===== src/rtl/wb_unit_buffered.sv =====
// Write-back unit: register writes retire in one registered cycle.
// Stores queue in a circular buffer and drain to data memory over valid/ready.
module wb_unit_buffered #(
    parameter int DATA_W   = 16,
    parameter int ADDR_W   = 16,
    parameter int REG_AW   = 6,
    parameter int SB_DEPTH = 4,
    parameter int ZERO_REG = 1
) (
    input  logic                            clk,
    input  logic                            rst,
    input  logic                            in_valid,
    output logic                            in_ready,
    input  logic                            in_is_store,
    input  logic [DATA_W-1:0]               in_data,
    input  logic [ADDR_W-1:0]               in_addr,
    input  logic [REG_AW-1:0]               in_dest,
    output logic                            reg_write_en,
    output logic [REG_AW-1:0]               reg_write_dest,
    output logic [DATA_W-1:0]               reg_write_data,
    output logic                            mem_write_en,
    input  logic                            mem_ready,
    output logic [ADDR_W-1:0]               mem_addr,
    output logic [DATA_W-1:0]               mem_write_data,
    output logic [$clog2(SB_DEPTH+1)-1:0]   sb_count,
    output logic                            sb_empty
);
    localparam int CW = $clog2(SB_DEPTH + 1);
    localparam int PW = $clog2(SB_DEPTH);
    localparam logic [CW-1:0] SB_FULL = CW'(SB_DEPTH);
    localparam logic [CW-1:0] CNT_ONE = CW'(1);
    localparam logic [CW-1:0] CNT_ZERO = CW'(0);

    typedef enum logic [0:0] {ST_IDLE = 1'b0, ST_ISSUE = 1'b1} drain_state_t;

    drain_state_t      state_r, state_nxt_s;
    logic [ADDR_W-1:0] addr_q_r [SB_DEPTH];
    logic [DATA_W-1:0] data_q_r [SB_DEPTH];
    logic [PW-1:0]     wr_ptr_r, rd_ptr_r, rd_next_s;
    logic [CW-1:0]     count_r, count_nxt_s;
    logic              accept_s, push_s, pop_s, load_s;
    logic [ADDR_W-1:0] load_addr_s;
    logic [DATA_W-1:0] load_data_s;
    logic              mem_write_en_r, sb_empty_r, reg_write_en_r;
    logic [ADDR_W-1:0] mem_addr_r;
    logic [DATA_W-1:0] mem_write_data_r, reg_write_data_r;
    logic [REG_AW-1:0] reg_write_dest_r;

    // Full blocks every retire, register writes included, so retirement stays in order.
    assign in_ready  = !rst && (count_r < SB_FULL);
    assign accept_s  = in_valid && in_ready;
    assign push_s    = accept_s && in_is_store;
    assign rd_next_s = rd_ptr_r + PW'(1);

    // Drain FSM next state; on a handshake with an empty remainder, a same-cycle push is bypassed.
    always_comb begin
        state_nxt_s = state_r;
        pop_s       = 1'b0;
        load_s      = 1'b0;
        load_addr_s = addr_q_r[rd_ptr_r];
        load_data_s = data_q_r[rd_ptr_r];
        case (state_r)
            ST_IDLE: begin
                if (count_r != CNT_ZERO) begin
                    load_s      = 1'b1;
                    state_nxt_s = ST_ISSUE;
                end else begin
                    state_nxt_s = ST_IDLE;
                end
            end
            ST_ISSUE: begin
                if (mem_ready) begin
                    pop_s = 1'b1;
                    if (count_r > CNT_ONE) begin
                        load_s      = 1'b1;
                        load_addr_s = addr_q_r[rd_next_s];
                        load_data_s = data_q_r[rd_next_s];
                    end else if (push_s) begin
                        load_s      = 1'b1;
                        load_addr_s = in_addr;
                        load_data_s = in_data;
                    end else begin
                        state_nxt_s = ST_IDLE;
                    end
                end else begin
                    state_nxt_s = ST_ISSUE;
                end
            end
            default: state_nxt_s = ST_IDLE;
        endcase
    end

    // Occupancy update; the in-flight entry counts until its handshake.
    always_comb begin
        case ({push_s, pop_s})
            2'b10:   count_nxt_s = count_r + CNT_ONE;
            2'b01:   count_nxt_s = count_r - CNT_ONE;
            default: count_nxt_s = count_r;
        endcase
    end

    // Store buffer storage; contents need no reset since the count guards them.
    always_ff @(posedge clk) begin
        if (push_s) begin
            addr_q_r[wr_ptr_r] <= in_addr;
            data_q_r[wr_ptr_r] <= in_data;
        end
    end

    // Pointers, count, drain state and memory-side outputs.
    always_ff @(posedge clk or posedge rst) begin
        if (rst) begin
            state_r          <= ST_IDLE;
            wr_ptr_r         <= {PW{1'b0}};
            rd_ptr_r         <= {PW{1'b0}};
            count_r          <= CNT_ZERO;
            sb_empty_r       <= 1'b1;
            mem_write_en_r   <= 1'b0;
            mem_addr_r       <= {ADDR_W{1'b0}};
            mem_write_data_r <= {DATA_W{1'b0}};
        end else begin
            state_r        <= state_nxt_s;
            count_r        <= count_nxt_s;
            sb_empty_r     <= (count_nxt_s == CNT_ZERO);
            mem_write_en_r <= (state_nxt_s == ST_ISSUE);
            if (push_s) begin
                wr_ptr_r <= wr_ptr_r + PW'(1);
            end
            if (pop_s) begin
                rd_ptr_r <= rd_next_s;
            end
            if (load_s) begin
                mem_addr_r       <= load_addr_s;
                mem_write_data_r <= load_data_s;
            end
        end
    end

    // Register-file path: dest/data follow every accepted register write, the strobe skips dest 0.
    always_ff @(posedge clk or posedge rst) begin
        if (rst) begin
            reg_write_en_r   <= 1'b0;
            reg_write_dest_r <= {REG_AW{1'b0}};
            reg_write_data_r <= {DATA_W{1'b0}};
        end else begin
            reg_write_en_r <= accept_s && !in_is_store &&
                              !((ZERO_REG != 0) && (in_dest == {REG_AW{1'b0}}));
            if (accept_s && !in_is_store) begin
                reg_write_dest_r <= in_dest;
                reg_write_data_r <= in_data;
            end
        end
    end

    assign reg_write_en   = reg_write_en_r;
    assign reg_write_dest = reg_write_dest_r;
    assign reg_write_data = reg_write_data_r;
    assign mem_write_en   = mem_write_en_r;
    assign mem_addr       = mem_addr_r;
    assign mem_write_data = mem_write_data_r;
    assign sb_count       = count_r;
    assign sb_empty       = sb_empty_r;
endmodule


===== config.mk =====
export PLATFORM = sky130hd
export DESIGN_NAME = wb_unit_buffered
export DESIGN_NICKNAME = d
export VERILOG_FILES = /design/src/rtl/wb_unit_buffered.sv
export SDC_FILE = /design/constraint.sdc
export NUM_CORES = 1
export LEC_CHECK = 0
export ABC_AREA = 1
export CAP_MARGIN = 20
export CORE_MARGIN = 4
export CORE_UTILIZATION = 52
export DETAILED_ROUTE_END_ITERATION = 8
export PLACE_DENSITY = 0.87
export SKIP_CTS_REPAIR_TIMING = 1
export SLEW_MARGIN = 10
export SYNTH_ARGS = -nofsm -noshare
export SYNTH_HDL_FRONTEND = slang
export SYNTH_SLANG_ARGS = --single-unit

===== constraint.sdc =====
create_clock -name clk -period 2.35 [get_ports clk]
set_clock_uncertainty 0.05 [all_clocks]
set_input_delay 0.47 -clock clk [delete_from_list [all_inputs] [get_ports clk]]
set_output_delay 0.47 -clock clk [all_outputs]
set_load 0.005 [all_outputs]

=== Yosys cells after proc, flatten, opt, wreduce, memory -nomap -nowiden ===
Memory sizes are Yosys's and may differ from the RTL's.
Index checks and enable logic that the tools add are counted.

* Register bits after elaboration: 64
* Latch bits: 0
* Bits in writable memories: 128
* Bits in read-only memories: 0
* Input port bits: 43
* Output and inout bits: 61
* Word-level logic and storage cells: 51
* Memories kept: 2

* $add $sub $neg: 4
* Multipliers: 0
* Divide/modulo/power cells: 0
* Magnitude comparators: 2
* Eq/ne operators: 2
* Shift operators: 0
* Mux-type cells: 19
* Bitwise logic cells: 1
* Reduce and logical (&&, ||, !) cells: 11

{| class="wikitable"
|+ Memory list
! name !! words !! bits a word !! rd ports !! clocked after memory_dff !! write ports !! RTL line !! RTL
|-
| addr_q_r || 4 || 16 || 2 || 0 || 1 || 37 || <nowiki>logic [ADDR_W-1:0] addr_q_r [SB_DEPTH];</nowiki>
|-
| data_q_r || 4 || 16 || 2 || 0 || 1 || 38 || <nowiki>logic [DATA_W-1:0] data_q_r [SB_DEPTH];</nowiki>
|}

{| class="wikitable"
|+ Operators by type and width
! cell !! number
|-
| two-way mux 16 bit || 8
|-
| two-way mux 1 bit || 8
|-
| logical NOT 6 bit || 1
|-
| one-hot mux 3 bit (2 select lines) || 1
|-
| logical AND 1 bit || 5
|-
| adder 2 x 1 -> 2 bit (second input constant) || 2
|-
| one-hot mux 1 bit (2 select lines) || 2
|-
| adder 3 x 1 -> 3 bit (second input constant) || 1
|-
| > comparator 3 x 1 -> 1 bit (second input constant) || 1
|-
| logical NOT 1 bit || 3
|-
| logical NOT 3 bit || 1
|-
| < comparator 3 bit (second input constant) || 1
|-
| nonzero test 3 bit || 1
|-
| subtractor 3 x 1 -> 3 bit (second input constant) || 1
|-
| == test 2 x 1 -> 1 bit (second input constant) || 1
|-
| == test 2 bit (second input constant) || 1
|-
| NOT 1 bit || 1
|}

=== Longest topological paths before layout ===
Gate-level depths: netlist of run 1.

* Depth in word-level cells: 8
* Depth in mapped cells: 12
* Depth with buffers taken out: 10

=== Worst setup path before layout of run 1 ===
No wires, ideal clock.

* Kind: register -> register
* From: register count_r[2], in the netlist sb_count[2]
* To: memory addr_q_r[0][0], enable pin
* Library setup time: 0.421 ns
* Data arrival time: 2.120 ns
* Data required time: 1.879 ns
* Setup slack: -0.241 ns
* Stages on the path, launching flop included: 4
* Buffers on the path: 0
* Period minus slack after synthesis: 2.591 ns
* Path through: dfrtp_1 nor2_4 nand3_4 nor2_1

* Cells in the longest elaborated chain, start to end: 6

{| class="wikitable"
|+ Ends and longest elaborated chain
! what !! RTL line !! RTL
|-
| from (decl) || 40 || <nowiki>logic [CW-1:0] count_r, count_nxt_s;</nowiki>
|-
| from (signal assigned) || 123 || <nowiki>count_r <= count_nxt_s;</nowiki>
|-
| < comparator 3 bit || 50 || <nowiki>assign in_ready = !rst && (count_r < SB_FULL);</nowiki>
|-
| logical AND 1 bit || 50 ||
|-
| named net in_ready || 13 || <nowiki>output logic in_ready,</nowiki>
|-
| logical AND 1 bit || 51 || <nowiki>assign accept_s = in_valid && in_ready;</nowiki>
|-
| logical AND 1 bit || 52 || <nowiki>assign push_s = accept_s && in_is_store;</nowiki>
|-
| two-way mux 1 bit || 104 || <nowiki>if (push_s) begin</nowiki>
|-
| two-way mux 1 bit (not written as such) || 105 || <nowiki>addr_q_r[wr_ptr_r] <= in_addr;</nowiki>
|-
| to (decl) || 37 ||
|}

The timed path passes the listed nets, and every way through them passes these cells.

=== Final worst setup path of run 1 ===
* From: input port rst
* To: output port in_ready

* Cells in the longest elaborated chain, start to end: 2

{| class="wikitable"
|+ Ends and longest elaborated chain
! what !! RTL line !! RTL
|-
| from (decl) || 11 || <nowiki>input logic rst,</nowiki>
|-
| logical NOT 1 bit (no source line) || -- ||
|-
| logical AND 1 bit || 50 ||
|-
| to (decl) || 13 ||
|}

No other way between the ends.

==> impl_metrics.csv, run 1 <==
group,metric,value,unit
timing,max_freq,0.4632,GHz
timing,whs,326.5,ps
pwr,power_density,1282,nW/um^2
pwr,totalPowerFinal,14800,uW
setup_path,slowest_delay,530,ps
pwr,combPwrFrac,49.2,%
die,die_height,144.3,um
synthesis,yosys_warnings,0,
clock_network,clk_pin_slew,70,ps
grt,grt_usage,24.09,%
cells_and_area,layout.cells.most_common,"nand2_1",
setup_path,worst_setup_path_start_kind,"primary input",
drt,drt_first_pass_iters,6,
setup_path,crit_type,"in2out",
setup_path,crit_family,"buffers and inverters",
clock_network,cts_tree,"done",
grt,antenna_found_initial,0,
drt,finalWirelength,24680,um
die,core,18090,sq um
die,rows,49,
timing,setup_viol,0,
synthesis,syn_nets,1195,
setup_path,reg2reg_slack,230,ps
pwr,net-switching-power,6241,uW
setup_path,critPathMaxFanout,3,
drt,remaining_drc_errors,0,
pwr,seqPwrFrac,31.8,%
timing,relSlewSlack,48.03,%
cells_and_area,fin_area,11540,sq um
drt,ant_nets,0,
drt,drtIter0Drc,921,
synthesis,post_synth.cell_area_avg,8.456,sq um
hold_path,min_path_type,"in2async",
synthesis,synth-seq-cells,192,
clock_network,cts_max_level,4,
cells_and_area,drive_gt1_share,8.748,%
pwr,switching_share,42.18,%
clock_network,clk_path_buf_depth,2,
clock_network,clock-root-buffer,"clkbuf_16",
placement,pre_cts_slack,140.7,ps
pwr,p_int,8557,uW
pwr,clkPwrFrac,19.0,%
setup_path,reg2reg_depth,8,
flow_run,drv_cap,0,
placement,numPortBuffers,103,
status,status,"complete, no violations",
die,chipWidth,144.3,um
timing,period_minus_slack,2159,ps
setup_path,worstPathRequired,1830,ps
synthesis,syn-cell-area,9657,sq um
setup_path,crit_cells,3,
grt,grt_pass1_wl,38750,um
grt,grt_max_degree,65,
die,die_area,20820,sq um
placement,placed_area,10970,sq um
timing,rsz0062_at_grt,"false",
setup_path,crit_path_frequent_cell,"clkdlybuf4s50_1",
setup_path,path_buf_inv,2,
pwr,leakagePower,0.005213,uW
setup_path,critical_path.cell_chain,"clkdlybuf4s50_1, nor2_4, clkdlybuf4s50_1",
clock_network,cts_buffers,17,
clock_network,clk-insertion-delay-late,450,ps
clock_network,clkSinkCount,192,
timing,fin_ws,191.0,ps
timing,tightest_slew,778.5,ps
setup_path,cp.arrival,1640,ps
synthesis,seq_area_frac_synth,56.40,%
pwr,ir_worst_vdd,0.8507,mV
setup_path,slowest_stage,"clkdlybuf4s50_1",
synthesis,synthDistinctLibCells,32,
placement,gp_congestion,0.8602,
placement,hpwl,14620,um
drt,num_vias,8242,
cells_and_area,diodes,0,
timing,min_period_over_period,91.87,%
timing,hold_viol,0,
drt,wire_per_inst,16.73,um
timing,final_max_slew_viol_count,0,
synthesis,syn_inst,1142,
grt,grt_remaining_overflow,0,
cells_and_area,final_cell_mix,"nand2_1, edfxtp_1, clkdlybuf4s50_1, dfrtp_1, nor2_1",
die,io_pins,104,
die,start_util,53.39,%
grt,grt_pass1_vias,8167,
cells_and_area,areaGrowthSynthToFinish,19.51,%
cells_and_area,fin_nets,1286,
setup_path,crit_path_end_kind,"output pin",
drt,viasPerCell,5.588,
[worst reg2reg max path, delay by kind of cell (launching register included)]
kind                       cells  cell delay [ps]
AOI/OAI and AO/OA              2              140
and+or+nand+nor                2              270
DFF                            1              440
adders and majority gates      1              220
buffers and inverters          3              880
[cell families (layout without fill, tap and decap cells)]
| group | count (synthesis) | count (layout) | share of synthesized area (%) |
|---|---|---|---|
| compound gates | 82 | 82 | 4.535 |
| buf+inv | 87 | 191 | 5.040 |
| flops | 192 | 192 | 56.40 |
| mux | 20 | 20 | 2.332 |
| simple gates | 749 | 749 | 30.22 |
| xor+xnor | 2 | 2 | 0.1814 |
| fa+ha+maj | 10 | 10 | 1.296 |
[path summary, 6_finish.rpt]
kind / startpoint / endpoint
min in group clk: reg_write_dest[5] / reg_write_dest[5]
hold reg to reg: reg_write_dest[5] / reg_write_dest[5]
max in group asynchronous: rst / mem_addr[0]
hold / removal: rst / reg_write_data[2]
setup reg to reg: sb_count[0] / mem_addr[12]
setup / recovery: rst / in_ready
[sequential cells by signal (all words and copies together) (netlist names), 2 cells and up]
register and flops:
mem_write_data 16, sb_count 3, mem_addr 16, data_q_r 64, rd_ptr_r 2, wr_ptr_r 2
addr_q_r 64, reg_write_data 16, reg_write_dest 6
[cells in the mapped netlist]
master / n / share of area (%)
nand2_1: 637 / 25
edfxtp_1: 128 / 40
dfrtp_1: 63 / 16
nor2_1: 61 / 2.4
nand3_1: 41 / 2.1
a21oi_1: 33 / 1.7
buf_2: 33 / 1.7
o21ai_0: 23 / 1.2
mux2_2: 20 / 2.3
o21ai_1: 19 / 0.98
buf_4: 17 / 1.3
inv_1: 16 / 0.62
ha_1: 10 / 1.3
buf_6: 7 / 0.82
clkbuf_1: 7 / 0.27
inv_2: 5 / 0.19
nand2_2: 4 / 0.26
clkinv_2: 2 / 0.10
o211ai_1: 2 / 0.16
xor2_1: 2 / 0.18
a21oi_4: 1 / 0.17
a22o_1: 1 / 0.091
a31oi_1: 1 / 0.065
dfstp_2: 1 / 0.27
nand2_4: 1 / 0.12
nand3_2: 1 / 0.10
nand3_4: 1 / 0.18
nand3b_2: 1 / 0.12
nor2_4: 1 / 0.12
nor4_1: 1 / 0.065
o21a_1: 1 / 0.078
o221ai_1: 1 / 0.091
[per-layer routing]
layer / GRT usage [%] / up-vias / routed length (um)
met2: 40.76 / 519 / 11940
li1: - / 3846 / -
met3: 5.853 / 92 / 2801
met4: 12.62 / 0 / 848
met5: 0 / - / 0
met1: 28.55 / 3785 / 9091
[through the flow]
stage | cells | util, % | TNS, ps
final | 1475 | 63.81 | 0
after global routing | 1475 | 63.81 | 0
after CTS | 1475 | 63.81 | 0
after detailed placement | 1443 | 60.64 | 0
after global placement | 1443 | 60.64 | 0
after floorplan | 1142 | - | -30810
[power by group through the flow]
stage                     combinational [uW]  sequential, uW  clock (uW)
after floorplan                         4680            4720           0
after global placement                  6870            4740           0
after detailed placement                7090            4770           0
after CTS                               7190            4710        2820
after global routing                    8060            4770        2960
final                                   7280            4710        2810
[layout make-up]
class	instances	area [sq um]
tap	229	286.5
fill	1374	6545
multi-input combinational	863	3754
inverter	23	88.84
clock inverter	14	133.9
clock buffer	18	439.2
sequential	192	5448
timing repair buffer	136	1391
No activity file was read; power rests on OpenSTA's default activity.
==> inputs of run 2 (changes only) <==
--- a/config.mk
+++ b/config.mk
@@ -16,3 +16,4 @@
 export SYNTH_ARGS = -nofsm -noshare
 export SYNTH_HDL_FRONTEND = slang
 export SYNTH_SLANG_ARGS = --single-unit
+export TNS_END_PERCENT = 20
==> results of run 2 <==
Final layout, timing and power as in run 1 (identical DEF).
